## config.mk

```make
export PLATFORM = sky130hd
export DESIGN_NAME = fir_seq
export DESIGN_NICKNAME = d
export VERILOG_FILES = /design/src/rtl/fir_seq.sv
export SDC_FILE = /design/constraint.sdc
export NUM_CORES = 1
export LEC_CHECK = 0
export BUFFER_PORTS_ARGS = -buffer_cell sky130_fd_sc_hd__buf_2
export CAP_MARGIN = 40
export CORE_MARGIN = 2
export CORE_UTILIZATION = 45
export DETAILED_ROUTE_END_ITERATION = 12
export MAX_ROUTING_LAYER = met4
export PLACE_DENSITY = 0.84
export SYNTH_ARGS = -nofsm -noshare
export SYNTH_HDL_FRONTEND = slang
export SYNTH_SLANG_ARGS = --single-unit
export TNS_END_PERCENT = 1
```

## constraint.sdc

```tcl
create_clock -name clk -period 2.13 [get_ports clk]
set_clock_uncertainty 0.2 [all_clocks]
set_input_delay 0.1065 -clock clk [delete_from_list [all_inputs] [get_ports clk]]
set_output_delay 0.1065 -clock clk [all_outputs]
set_load 0.02 [all_outputs]
```

## src/rtl/fir_seq.sv

```systemverilog
// Sequencer that feeds one block of LEN samples plus two zero-flush samples
// into an external 3-tap FIR, and qualifies the FIR result as a stream.
module fir_seq #(
    parameter int LEN = 8
) (
    input  logic       clk,
    input  logic       reset,
    input  logic       cfg_we,
    input  logic [1:0] cfg_addr,
    input  logic [3:0] cfg_data,
    input  logic       start,
    input  logic       s_valid,
    input  logic [3:0] s_data,
    output logic       s_ready,
    output logic [3:0] x0,
    output logic [3:0] h0,
    output logic [3:0] h1,
    output logic [3:0] h2,
    output logic       fir_en,
    output logic       fir_clr,
    input  logic [7:0] y,
    output logic       m_valid,
    output logic [7:0] m_data,
    output logic       busy,
    output logic       done,
    output logic [2:0] dbg_state_o
);

    // Upstream handshake: a sample transfers on a rising edge where
    // s_valid & s_ready; s_ready is high only in RUN and does not depend on s_valid.

    typedef enum logic [2:0] {
        S_IDLE  = 3'd0,
        S_CLR   = 3'd1,
        S_RUN   = 3'd2,
        S_FLUSH = 3'd3,
        S_DONE  = 3'd4
    } state_t;

    localparam int CW = $clog2(LEN + 1);
    localparam logic [CW-1:0] LAST = CW'(LEN - 1);

    state_t          state_q;
    logic [CW-1:0]   count_q;
    logic            flush_q;
    logic [3:0]      x0_q;
    logic [3:0]      h0_q;
    logic [3:0]      h1_q;
    logic [3:0]      h2_q;
    logic            fir_en_q;
    logic            fir_clr_q;
    logic            m_valid_q;

    always_ff @(posedge clk or posedge reset) begin
        if (reset) begin
            state_q   <= S_IDLE;
            count_q   <= '0;
            flush_q   <= 1'b0;
            x0_q      <= 4'd0;
            h0_q      <= 4'd0;
            h1_q      <= 4'd0;
            h2_q      <= 4'd0;
            fir_en_q  <= 1'b0;
            fir_clr_q <= 1'b0;
            m_valid_q <= 1'b0;
        end else begin
            // The FIR result appears one edge after the update edge it was enabled on.
            m_valid_q <= fir_en_q;
            fir_en_q  <= 1'b0;
            fir_clr_q <= 1'b0;
            case (state_q)
                S_IDLE: begin
                    if (cfg_we) begin
                        case (cfg_addr)
                            2'd0:    h0_q <= cfg_data;
                            2'd1:    h1_q <= cfg_data;
                            2'd2:    h2_q <= cfg_data;
                            default: ;
                        endcase
                    end
                    if (start) begin
                        state_q   <= S_CLR;
                        fir_clr_q <= 1'b1;
                        count_q   <= '0;
                    end
                end
                S_CLR: begin
                    state_q <= S_RUN;
                end
                S_RUN: begin
                    if (s_valid) begin
                        x0_q     <= s_data;
                        fir_en_q <= 1'b1;
                        count_q  <= count_q + 1'b1;
                        if (count_q == LAST) begin
                            state_q <= S_FLUSH;
                            flush_q <= 1'b0;
                        end
                    end
                end
                S_FLUSH: begin
                    // Two zero samples push the last real samples through the taps.
                    x0_q     <= 4'd0;
                    fir_en_q <= 1'b1;
                    flush_q  <= 1'b1;
                    if (flush_q) begin
                        state_q <= S_DONE;
                    end
                end
                S_DONE: begin
                    state_q <= S_IDLE;
                end
                default: begin
                    state_q <= S_IDLE;
                end
            endcase
        end
    end

    assign s_ready     = (state_q == S_RUN);
    assign busy        = (state_q != S_IDLE);
    assign done        = (state_q == S_DONE);
    assign x0          = x0_q;
    assign h0          = h0_q;
    assign h1          = h1_q;
    assign h2          = h2_q;
    assign fir_en      = fir_en_q;
    assign fir_clr     = fir_clr_q;
    assign m_valid     = m_valid_q;
    assign m_data      = y;
    assign dbg_state_o = state_q;

endmodule

```

==> flow_metrics.env <==
export IMPL_start_util_pct=48.51
export IMPL_mostFrequentLayoutCell="buf_2"
export IMPL_comb_power_share_pct=46.8
export IMPL_p_leak_nw=0.7612
export IMPL_r2r_start="dbg_state_o[0]"
export IMPL_clk_pin_slew_worst_paths_ns=0.14
export IMPL_hp_class="in2out"
export IMPL_critPathKind="reg2reg"
export IMPL_critPathSlowestCell="dfrtp_1"
export IMPL_cp_end_kind="register"
export IMPL_max_freq_ghz=0.5375
export IMPL_antenna_found_initial=0
export IMPL_cts_hold_buf=11
export IMPL_area_growth_pct=22.90
export IMPL_ys_seq_area_share_pct=55.21
export IMPL_die_x_microns=56.15
export IMPL_drt_iter0_drc=12
export IMPL_maxCapViolCount=0
export IMPL_min_period_ns=1.860
export IMPL_setup_viol=0
export IMPL_die_y_microns=56.15
export IMPL_grt_util_all_layers_pct=15.76
export IMPL_detail_route_wl_per_cell_microns=14.02
export IMPL_critPathMaxFanout=13
export IMPL_io_pins=56
export IMPL_post_cts_resize_count=0
export IMPL_internal_power_w=0.001259
export IMPL_swShare_pct=41.62
export IMPL_reg2reg_to="count_q[3]"
export IMPL_drt_pre_antenna_iters=4
export IMPL_p_per_area_mw_per_mm2=1434
export IMPL_wl_microns=2328
export IMPL_syn_avg_cell_area_sq_um=13.16
export IMPL_synth_nets=117
export IMPL_fin_crit_sh_pct=87.35
export IMPL_post_route_util_pct=59.62
export IMPL_status="complete, no violations"
export IMPL_max_stage_delay_ns=0.61
export IMPL_clk_latency_ns=0.31
export IMPL_fp_dieArea_sq_mm=0.003152
export IMPL_placed_cells=151
export IMPL_cts_sinks=27
export IMPL_rsz0062_at_grt="no"
export IMPL_layout_setup_ws_ns=0.2695
export IMPL_gp_congestion=0.7684
export IMPL_tightest_slew_ns=0.5502
export IMPL_vias=868
export IMPL_path_cells="and4bb_1 > a2111oi_0 > mux2i_1"
export IMPL_pre_cts_ws_ns=0.2750
export IMPL_mostFrequentLayoutCells="39 x buf_2, 27 x dfrtp_1, 13 x mux2_2"
export IMPL_synth_ff_type="dfrtp_1"
export IMPL_grt_max_degree=28
export IMPL_post_cts_buffers=0
export IMPL_whs_ns=0.01301
export IMPL_hold_start="y[3]"
export IMPL_hpwl_microns=1682
export IMPL_synth_edf_count=0
export IMPL_min_path_cells=0
export IMPL_coreArea_sq_mm=0.002522
export IMPL_holdPathEnd="m_data[3]"
export IMPL_vias_per_cell=5.229
export IMPL_cts_htree_levels=1
export IMPL_p_seq_share_pct=43.5
export IMPL_hold_viol_final=0
export IMPL_crit_required_ns=2.13
export IMPL_drv_slew=0
export IMPL_synth_cell_types=27
export IMPL_synthCells=93
export IMPL_gr_total_overflow=0
export IMPL_layout_nets=161
export IMPL_seqCellArea_sq_um=675.6
export IMPL_drive_above_1_share_pct=43.38
export IMPL_crit_cells=3
export IMPL_port_buffers=39
export IMPL_yosys_warnings=0
export IMPL_final_cell_count_no_fill=166
export IMPL_grt_pass1_wl_microns=3836
export IMPL_syn_area_sq_mm=0.001224
export IMPL_reg2reg_setup_slack_ns=0.27
export IMPL_ir_worst_vdd_v=0.001043
export IMPL_crit_path_start_kind="register"
export IMPL_synth_seq_cells=27
export IMPL_fin_setup_tns_ns=0
export IMPL_first_global_vias=861
export IMPL_n_antenna_cell=0
export IMPL_cts_root_buf="clkbuf_4"
export IMPL_remaining_drc_errors=0
export IMPL_clock_path_buffers=2
export IMPL_drt_antenna_violating_nets=0
export IMPL_synthArstFlopShare_pct=100.0
export IMPL_cts_buffers=3
export IMPL_rr_worst_depth=3
export IMPL_fill_cells=219
export IMPL_p_sw_w=0.0008974
export IMPL_path_delay_family="flip-flops"
export IMPL_cp_buffers_inverters=0
export IMPL_clock_power_share_pct=9.7
export IMPL_relSlewSlack_pct=62.93
export IMPL_arrival_ns=1.86
export IMPL_multi_input_area_sq_um=439.2
export IMPL_cts_tree="done"
export IMPL_rows=18
## state kept, by name, indices dropped and copies added (netlist names)
name	cells
flush_q	1
h1	4
m_valid	1
x0	4
fir_en	1
count_q	4
fir_clr	1
h0	4
dbg_state_o	3
h2	4
## cell families after synthesis
| kind of cell | share of synthesized area, % |
|---|---|
| AO/OA/AOI/OAI | 6.749 |
| adder cells (fa/ha/maj) | 1.022 |
| buffers and inverters | 8.895 |
| flip-flops | 55.21 |
| multiplexers | 13.60 |
| AND/OR/NAND/NOR | 14.52 |
## synth_stat cells, types with 2 or more instances
library cell	instances	area, sq um
a22o_1	6	52.55
and3b_1	2	17.52
dfrtp_1	27	675.7
inv_1	3	11.26
nand2_1	3	11.26
buf_4	8	60.06
buf_6	3	33.78
nor2b_1	3	18.77
nand3b_1	3	22.52
mux2i_1	2	20.02
nand3_1	2	10.01
mux2_2	13	146.4
nor2_1	4	15.01
## how the worst max path moves through the flow
stage | from | to
2_1_floorplan | dbg_state_o[0] | count_q[2]
3_3_place_gp | dbg_state_o[0] | count_q[3]
3_5_place_dp | dbg_state_o[0] | count_q[3]
4_1_cts | dbg_state_o[0] | count_q[3]
5_1_grt | dbg_state_o[1] | s_ready
6_report | dbg_state_o[0] | count_q[3]
## layer usage
metal	vias to the layer above	routed length, microns	global-route usage, %
met5	-	0	-
met4	0	14	5.782
met3	4	190	4.186
met2	36	1103	26.22
met1	417	1019	18.25
li1	411	-	-
## power by group through the flow
stage               Combinational (W)  Clock (W)  Sequential (W)
floorplan                    0.000557          0         0.00113
global route                  0.00109   0.000253        0.000977
detailed placement            0.00101          0        0.000946
finish                        0.00101   0.000209        0.000938
CTS                           0.00102   0.000222        0.000936
global placement             0.000977          0        0.000934
## area by class of cell
type	count	area share, %
clock buffers	3	1.498
clock inverters	1	0.3328
inverters	3	0.7488
multi-input cells	51	29.20
flip-flops and latches	27	44.93
well taps	30	2.496
repair buffers	51	20.80
## through the flow
step                      area [sq um]  total power, W
after floorplan                   1224        0.001685
after global routing              1504        0.002316
final                             1504        0.002156
after detailed placement          1366        0.001954
after CTS                         1504        0.002181
after global placement            1366        0.001911
(Power assumes the default switching activity.)
